File: src/rtl/sobel_window_gen_pkg.sv
`default_nettype none
// ============================================================================
//  Module      : sobel_window_gen_pkg
//  Description : Shared definitions for the sobel pipeline stages: default
//                image geometry / pixel width and the window-generator FSM
//                state encoding.
//  Revision    : 1.0 - initial release
// ============================================================================
package sobel_window_gen_pkg;

    localparam int DEF_DATA_W = 8;
    localparam int DEF_IMG_W  = 16;
    localparam int DEF_IMG_H  = 16;

    typedef enum logic [1:0] {
        ST_IDLE = 2'd0,   // waiting for the first pixel of a frame
        ST_FILL = 2'd1,   // receiving rows 0..1, no windows possible yet
        ST_RUN  = 2'd2    // rows 2..IMG_H-1, windows being produced
    } sobel_state_t;

endpackage : sobel_window_gen_pkg
`default_nettype wire

File: src/rtl/sobel_line_buffer.sv
`default_nettype none
// ============================================================================
//  Module      : sobel_line_buffer
//  Description : One image line of storage (DEPTH x DATA_W). The read port
//                returns the entry currently stored at i_addr, and the same
//                address is overwritten with i_wdata at the clock edge, so a
//                read always sees the previous line's pixel for that column.
//  Ports       : clk      - clock
//                i_we     - write enable (pixel accepted)
//                i_addr   - column address
//                i_wdata  - pixel to store
//                o_rdata  - pixel previously stored at i_addr
//  Revision    : 1.0 - initial release
// ============================================================================
module sobel_line_buffer #(
    parameter int DATA_W = 8,
    parameter int DEPTH  = 16
) (
    input  logic                     clk,
    input  logic                     i_we,
    input  logic [$clog2(DEPTH)-1:0] i_addr,
    input  logic [DATA_W-1:0]        i_wdata,
    output logic [DATA_W-1:0]        o_rdata
);

    logic [DATA_W-1:0] r_mem [DEPTH];

    assign o_rdata = r_mem[i_addr];

    // Contents are deliberately not reset: rows are always rewritten before
    // they can contribute to a window.
    always_ff @(posedge clk) begin
        if (i_we) begin
            r_mem[i_addr] <= i_wdata;
        end
    end

endmodule : sobel_line_buffer
`default_nettype wire

File: src/rtl/sobel_window_gen.sv
`default_nettype none
// ============================================================================
//  Module      : sobel_window_gen
//  Description : Builds 3x3 pixel windows from a raster-order pixel stream
//                using two line buffers and a 3-column shift register per
//                row. A window is emitted (registered) one cycle after the
//                pixel completing it is accepted; border centres produce no
//                window.
//  Ports       : clk, reset (async, active high)
//                in_valid / in_sof / in_pixel - pixel stream, no backpressure
//                win_valid  - win holds a complete window
//                win        - w00 (top-left) in MSBs .. w22 in LSBs
//                win_row/col- window centre coordinates
//                done       - pulse with the last window of a frame
//  Revision    : 1.0 - initial release
// ============================================================================
module sobel_window_gen
    import sobel_window_gen_pkg::*;
#(
    parameter int DATA_W = DEF_DATA_W,
    parameter int IMG_W  = DEF_IMG_W,
    parameter int IMG_H  = DEF_IMG_H
) (
    input  logic                     clk,
    input  logic                     reset,
    input  logic                     in_valid,
    input  logic                     in_sof,
    input  logic [DATA_W-1:0]        in_pixel,
    output logic                     win_valid,
    output logic [9*DATA_W-1:0]      win,
    output logic [$clog2(IMG_H)-1:0] win_row,
    output logic [$clog2(IMG_W)-1:0] win_col,
    output logic                     done
);

    localparam int CW = $clog2(IMG_W);
    localparam int RW = $clog2(IMG_H);

    localparam logic [CW-1:0] c_last_col = CW'(IMG_W - 1);
    localparam logic [RW-1:0] c_last_row = RW'(IMG_H - 1);
    localparam logic [CW-1:0] c_two_col  = CW'(2);
    localparam logic [RW-1:0] c_two_row  = RW'(2);

    sobel_state_t      r_state;
    logic [CW-1:0]     r_col;       // position the next pixel will take
    logic [RW-1:0]     r_row;

    // Shift registers: index 0 is column c-2, index 1 is column c-1.
    logic [DATA_W-1:0] r_top0, r_top1;
    logic [DATA_W-1:0] r_mid0, r_mid1;
    logic [DATA_W-1:0] r_bot0, r_bot1;

    logic [CW-1:0]     w_col;
    logic [RW-1:0]     w_row;
    logic [DATA_W-1:0] w_lb0_rd;    // row r-1 at this column
    logic [DATA_W-1:0] w_lb1_rd;    // row r-2 at this column
    logic              w_win_ok;
    logic              w_last;

    // A start-of-frame marker, or any pixel arriving while idle, restarts
    // the raster position at (0,0).
    assign w_col    = (in_sof || (r_state == ST_IDLE)) ? '0 : r_col;
    assign w_row    = (in_sof || (r_state == ST_IDLE)) ? '0 : r_row;
    assign w_win_ok = (w_row >= c_two_row) && (w_col >= c_two_col);
    assign w_last   = (w_row == c_last_row) && (w_col == c_last_col);

    // lb0 holds the previous line; its outgoing entry cascades into lb1.
    sobel_line_buffer #(
        .DATA_W (DATA_W),
        .DEPTH  (IMG_W)
    ) u_lb0 (
        .clk     (clk),
        .i_we    (in_valid),
        .i_addr  (w_col),
        .i_wdata (in_pixel),
        .o_rdata (w_lb0_rd)
    );

    sobel_line_buffer #(
        .DATA_W (DATA_W),
        .DEPTH  (IMG_W)
    ) u_lb1 (
        .clk     (clk),
        .i_we    (in_valid),
        .i_addr  (w_col),
        .i_wdata (w_lb0_rd),
        .o_rdata (w_lb1_rd)
    );

    always_ff @(posedge clk or posedge reset) begin
        if (reset) begin
            r_state   <= ST_IDLE;
            r_col     <= '0;
            r_row     <= '0;
            r_top0    <= '0;
            r_top1    <= '0;
            r_mid0    <= '0;
            r_mid1    <= '0;
            r_bot0    <= '0;
            r_bot1    <= '0;
            win_valid <= 1'b0;
            done      <= 1'b0;
            win       <= '0;
            win_row   <= '0;
            win_col   <= '0;
        end else begin
            win_valid <= 1'b0;
            done      <= 1'b0;
            if (in_valid) begin
                // Raster position advance
                if (w_col == c_last_col) begin
                    r_col <= '0;
                    r_row <= (w_row == c_last_row) ? '0 : w_row + RW'(1);
                end else begin
                    r_col <= w_col + CW'(1);
                    r_row <= w_row;
                end

                r_top0 <= r_top1;
                r_top1 <= w_lb1_rd;
                r_mid0 <= r_mid1;
                r_mid1 <= w_lb0_rd;
                r_bot0 <= r_bot1;
                r_bot1 <= in_pixel;

                // Stale shift-register columns left over from the previous
                // line are never used: c >= 2 guarantees both were loaded
                // from the current line.
                if (w_win_ok) begin
                    win_valid <= 1'b1;
                    done      <= w_last;
                    win       <= {r_top0, r_top1, w_lb1_rd,
                                  r_mid0, r_mid1, w_lb0_rd,
                                  r_bot0, r_bot1, in_pixel};
                    win_row   <= w_row - RW'(1);
                    win_col   <= w_col - CW'(1);
                end

                if (in_sof) begin
                    r_state <= ST_FILL;
                end else begin
                    case (r_state)
                        ST_IDLE: r_state <= ST_FILL;
                        ST_FILL: begin
                            if ((w_row == c_two_row) && (w_col == '0)) begin
                                r_state <= ST_RUN;
                            end
                        end
                        ST_RUN: begin
                            if (w_last) begin
                                r_state <= ST_IDLE;
                            end
                        end
                        default: r_state <= ST_IDLE;
                    endcase
                end
            end
        end
    end

endmodule : sobel_window_gen
`default_nettype wire

File: config.mk
export PLATFORM = sky130hd
export DESIGN_NAME = sobel_window_gen
export DESIGN_NICKNAME = d
export VERILOG_FILES = /design/src/rtl/sobel_window_gen_pkg.sv /design/src/rtl/sobel_line_buffer.sv /design/src/rtl/sobel_window_gen.sv
export SDC_FILE = /design/constraint.sdc
export NUM_CORES = 1
export LEC_CHECK = 0
export CORE_ASPECT_RATIO = 0.75
export CORE_MARGIN = 2
export CORE_UTILIZATION = 40
export CTS_CLUSTER_SIZE = 25
export DETAILED_ROUTE_END_ITERATION = 8
export PLACE_DENSITY = 0.65
export RECOVER_POWER = 25
export SYNTH_ARGS = -nofsm -noshare
export SYNTH_HDL_FRONTEND = slang
export SYNTH_SLANG_ARGS = --single-unit
File: constraint.sdc
create_clock -name clk -period 7.55 [get_ports clk]
set_input_delay 1.51 -clock clk [delete_from_list [all_inputs] [get_ports clk]]
set_output_delay 1.51 -clock clk [all_outputs]
set_load 0.01 [all_outputs]
Word level (Yosys, flattened, before mapping)
Memory sizes are Yosys's and may differ from the RTL's.
Index checks and enable logic that the tools add are counted.
W data, S select, Z words.
{"block": "word_totals", "out_inout_bits": 82, "ramBits": 256, "n_memories": 2, "ff_bits": 140, "latch_bits": 0, "mem_bits_ro": 0, "wordCells": 52}
{"block": "op_classes", "addsub": 4, "mul": 0, "reduce_logical": 8, "eq_ne": 7, "shift": 0, "bitwise_logic": 0, "mux": 15, "magnitude_cmp": 2, "div_mod_pow": 0}
{"name": "u_lb0.r_mem", "words": 16, "word_bits": 8, "rd": 1, "rd_clocked_by_memory_dff": 0, "wr": 1, "line_no": "sobel_line_buffer.sv:26", "source": "logic [DATA_W-1:0] r_mem [DEPTH];"}
{"name": "u_lb1.r_mem", "words": 16, "word_bits": 8, "rd": 1, "rd_clocked_by_memory_dff": 0, "wr": 1, "line_no": "sobel_line_buffer.sv:26"}
{"cell": "$mux W4", "n": 5}
{"cell": "$add A4 B1 Y4 const B", "n": 2}
{"cell": "$eq A4 B4 Y1 const B", "n": 2}
{"cell": "$ge A4 B2 Y1 const B", "n": 2}
{"cell": "$sub A4 B1 Y4 const B", "n": 2}
{"cell": "$mux W1", "n": 6}
{"cell": "$mux W2", "n": 3}
{"cell": "$ne A3 B3 Y1 const B", "n": 2}
{"cell": "$pmux W2 S3", "n": 1}
{"cell": "$eq A4 B2 Y1 const B", "n": 1}
{"cell": "$logic_not A4 Y1", "n": 1}
{"cell": "$logic_and A1 B1 Y1", "n": 3}
{"cell": "$reduce_and A3 Y1", "n": 1}
{"cell": "$eq A2 B1 Y1 const B", "n": 1}
{"cell": "$eq A2 B2 Y1 const B", "n": 1}
{"cell": "$logic_not A2 Y1", "n": 1}
{"cell": "$reduce_and A2 Y1", "n": 1}
{"cell": "$logic_or A1 B1 Y1", "n": 1}

Depth between registers and ports, before layout
{"block": "depth", "depth_word": 8, "depth_mapped": 12, "ltp_nobuf": 8}

Hierarchy
A second synthesis with hierarchy kept.
{"block": "hier_totals", "hier_cells": 809, "hier_area_um2": 15611.2}
{"module": "sobel_line_buffer", "cells_per_inst": 222, "area_per_inst_um2": 4907.2, "n_inst": 2}
{"module": "sobel_window_gen", "cells_per_inst": 365, "area_per_inst_um2": 5796.8, "n_inst": 1}

Worst setup path before layout
OpenSTA, ideal clock, no wires.
{"block": "synth_timing", "path_type": "in2reg", "start": "in in_sof", "end": "reg win[0]", "path_stages": 11, "slack_ns": 3.950, "setup_time_ns": 0.125, "arrival_time_ns": 3.475, "path_cell_list": "o21ba_2 > buf_6 > buf_2 > buf_2 > and2_1 > ha_1 > o41ai_1 > nor3_2 > buf_4 > buf_6 > mux2_2"}
{"block": "synth_between", "elab_chain_cells": 5, "elab_cells_between_ends": 7, "cone_classes": "order compare (2); mux (2); reduce/logical (3)"}
{"element": "start: declaration", "line_no": "sobel_window_gen.sv:27", "source": "input logic in_sof,"}
{"element": "$logic_or A1 B1 Y1 (*)", "line_no": "sobel_window_gen.sv:62, sobel_window_gen.sv:63"}
{"element": "$mux W4, on equally long branches", "line_no": "sobel_window_gen.sv:63, sobel_window_gen.sv:62"}
{"element": "$ge A4 B2 Y1", "line_no": "sobel_window_gen.sv:64", "source": "assign w_win_ok = (w_row >= c_two_row) && (w_col >= c_two_col);"}
{"element": "$logic_and A1 B1 Y1 (*)", "line_no": "sobel_window_gen.sv:64"}
{"element": "$reduce_and A2 Y1 (no source line) (*)"}
{"element": "end signal: assignment", "line_no": "sobel_window_gen.sv:132", "source": "win <= {r_top0, r_top1, w_lb1_rd,"}
{"element": "end: declaration", "line_no": "sobel_window_gen.sv:30", "source": "output logic [9*DATA_W-1:0] win,"}
Every way passes the cells marked *; elsewhere a longest branch is shown, timed or not.
A chain may end at the register's enable or synchronous reset.

Final worst setup path
{"block": "layout_timing", "start": "in in_valid", "end": "reg r_top1[7]"}
{"element": "start: declaration", "line_no": "sobel_window_gen.sv:26", "source": "input logic in_valid,"}
{"element": "end signal: assignment", "line_no": "sobel_window_gen.sv:120", "source": "r_top1 <= w_lb1_rd;"}
{"element": "end: declaration", "line_no": "sobel_window_gen.sv:49", "source": "logic [DATA_W-1:0] r_top0, r_top1;"}
No word-level cell between the ends.

==> results_dict.tcl <==
set metrics [dict create \
    run_status "complete, but fails checks" \
    failed_checks "max-capacitance violations, max-slew violations" \
    dpl-instance-area_um2 17200 \
    initial_core_util 0.409 \
    antenna_left 0 \
    htree_levels 2 \
    synth_top_cells_by_count "edfxtp_1, dfrtp_1, mux2_2, nor2_1, mux2i_1" \
    die-area_um2 41000 \
    min_path_type "reg2reg" \
    min_period_over_period 0.619 \
    reg2reg_setup_slack_ps 3730 \
    yosysWarnings 0 \
    worst_ir_drop_vdd_uv 162 \
    hold_path.startpoint "r_mid0[2]" \
    antenna_cells 0 \
    max_slew_margin -1.16 \
    root_buffer "clkbuf_16" \
    worst_setup_path_startpoint "in_valid" \
    timing_worst_setup_path_type "in2reg" \
    final-seq-area_um2 11200 \
    finalWirelength_um 38100 \
    worst_setup_path_start_kind "primary input" \
    ys_top_cells_by_area "edfxtp_1, dfrtp_1, mux2_2" \
    numCtsBuffers 37 \
    synth_top_area_cell "edfxtp_1" \
    timing.final.max_slew_violations 133 \
    max_cap_violations 2 \
    final_hold_viol_count 0 \
    num-nets-final 1120 \
    synth-seq-cells 396 \
    power-per-cell-area_nw_per_um2 294 \
    yosysMostFrequentCell "edfxtp_1" \
    finish.instance_area_um2 18400 \
    place.detailed.hpwl_um 23700 \
    clk_transition_reported_paths_ps 60 \
    crit-reg2reg-launch "r_col[1]" \
    detailedRoute.firstPassIterationCount 6 \
    dr_total_vias 9239 \
    cts-hold-fix-buffers 0 \
    io-pin-count 94 \
    placement.io_buffers 93 \
    critPathMaxFanout 59 \
    drtIter0Drc 981 \
    wl_per_cell_um 23.1 \
    synth_enable_flop_cells 256 \
    synthesis.area_per_instance_um2 15.6 \
    post_cts_repair_setup_buffers 0 \
    sequential_to_total_area_share_from_yosys_stat 0.710 \
    syn-cell-area_um2 15800 \
    synth_async_sr_flop_share 0.354 \
    grt_antenna_before_repair 0 \
    grt_use_total 0.186 \
    die_width_um 233 \
    critPathArrivalTime_ps 4900 \
    timing.critical_path.to_type "flop" \
    synthesis.nets 1026 \
    max_freq_ghz 0.214 \
    routabilityCongestion 0.818 \
    finalClockSkew_ps 22.5 \
    layout_min_cycle_time_ps 4680 \
    largest_net_degree_at_the_start_of_global_routing 104 \
    rsz0062_at_grt "no" \
    layout-drive-gt1-share 0.202 \
    finish.utilization 0.476 \
    filler_cells_inserted 3295 \
    synth_ff_type "edfxtp_1" \
    multiInputGateArea_um2 4150 \
    clock_tree_from_tritoncts "done" \
    die_height_um 176 \
    worstPathRequired_ps 7780 \
    setup_violations 0 \
    vias_in_the_first_global_route 9210 \
    placeableCoreArea_um2 38600 \
    synth_top_area_frac 0.487 \
    total_power_uw 5390 \
    yosys.cell_types.count 67 \
    post-route-drc-count 0 \
    timing_worst_slew_pin_value_ps 3240 \
    synthCells 1011 \
    gr-total-overflow 0 \
    power.leakage_uw 0.00661 \
    fin_setup_tns_ps 0 \
    ctsLongestPathBuffers 3 \
    cts-resized-gates 0 \
    grt_first_pass_wirelength_um 57700 \
    tritoncts_num_sinks 396 \
    row_count 62 \
    routed_via_density 5.62 \
    insertion_delay_ps 540 \
    area.growth.synth_to_final_pct 16.5 \
]
-- stage by stage --
| stage | worst slack, ps | cells | hold slack, ps |
|---|---|---|---|
| after floorplan | 2290 | 1011 | 472 |
| after global placement | 2700 | 1578 | 484 |
| after detailed placement | 2600 | 1578 | 490 |
| after CTS | 3140 | 1645 | 505 |
| after global routing | 2560 | 1645 | 514 |
| final | 2870 | 1645 | 499 |
-- cell usage in the layout (no fill, tap or decap), types with 8 or more instances in the layout --
| master | n |
|---|---|
| a21oi_1 | 36 |
| nand2b_1 | 8 |
| edfxtp_1 | 256 |
| o21ai_0 | 14 |
| clkbuf_16 | 39 |
| clkbuf_1 | 11 |
| a32oi_1 | 21 |
| o2111ai_1 | 12 |
| nor2_1 | 89 |
| nand3_1 | 25 |
| a31oi_1 | 24 |
| mux2i_1 | 38 |
| dlygate4sd3_1 | 9 |
| mux2_2 | 108 |
| clkdlybuf4s50_1 | 83 |
| dfrtp_1 | 138 |
| inv_1 | 10 |
| buf_4 | 26 |
| nand2_1 | 24 |
-- logic make-up after synthesis --
| family | count (synthesis) | share of synthesized area |
|---|---|---|
| flops | 396 | 0.710 |
| simple gates | 200 | 0.0655 |
| compound gates | 174 | 0.0801 |
| mux | 154 | 0.112 |
| buf+inv | 79 | 0.0280 |
| xor+xnor | 5 | 0.00278 |
| fa+ha+maj | 3 | 0.00238 |
-- where the power goes --
part | internal (µW) | total (µW) | switching [µW]
clock | 1050 | 1850 | 798
combinational | 297 | 864 | 567
sequential | 2540 | 2680 | 140
-- registers in the layout, indices dropped and copies added (netlist names) --
name / count
u_lb0.r_mem: 128
u_lb1.r_mem: 128
win: 72
r_bot0: 8
r_bot1: 8
r_mid0: 8
r_mid1: 8
r_top0: 8
r_top1: 8
r_col: 4
r_row: 4
win_col: 4
win_row: 4
r_state: 2
done: 1
win_valid: 1
-- worst paths after layout --
check,end,cells after the start
max reg2reg,u_lb1.r_mem[14][4],6
min reg2reg,win[42],1
min in group asynchronous,win[56],2
max,r_top1[7],3
max in group asynchronous,r_col[0],3
min,win[42],1
-- worst max-delay path, cell delays in order --
cell and delay, ps:
clkbuf_1 640, clkbuf_1 2350, a41oi_1 370
-- layout make-up --
class | instances | area share
flip-flops and latches | 396 | 0.610
multi-input cells | 536 | 0.226
repair buffers | 121 | 0.0623
clock buffers | 51 | 0.0572
well taps | 512 | 0.0349
clock inverters | 16 | 0.00743
inverters | 13 | 0.00272
-- routing by layer --
metal  vias up  wire length [µm]  global-route usage
li1       4085                 -                   -
met2       403             17200               0.279
met4         0               661              0.0419
met3        61              2900              0.0357
met1      4690             17400               0.281
met5         -                 0                   0
Power figures use the tool's default switching activity.
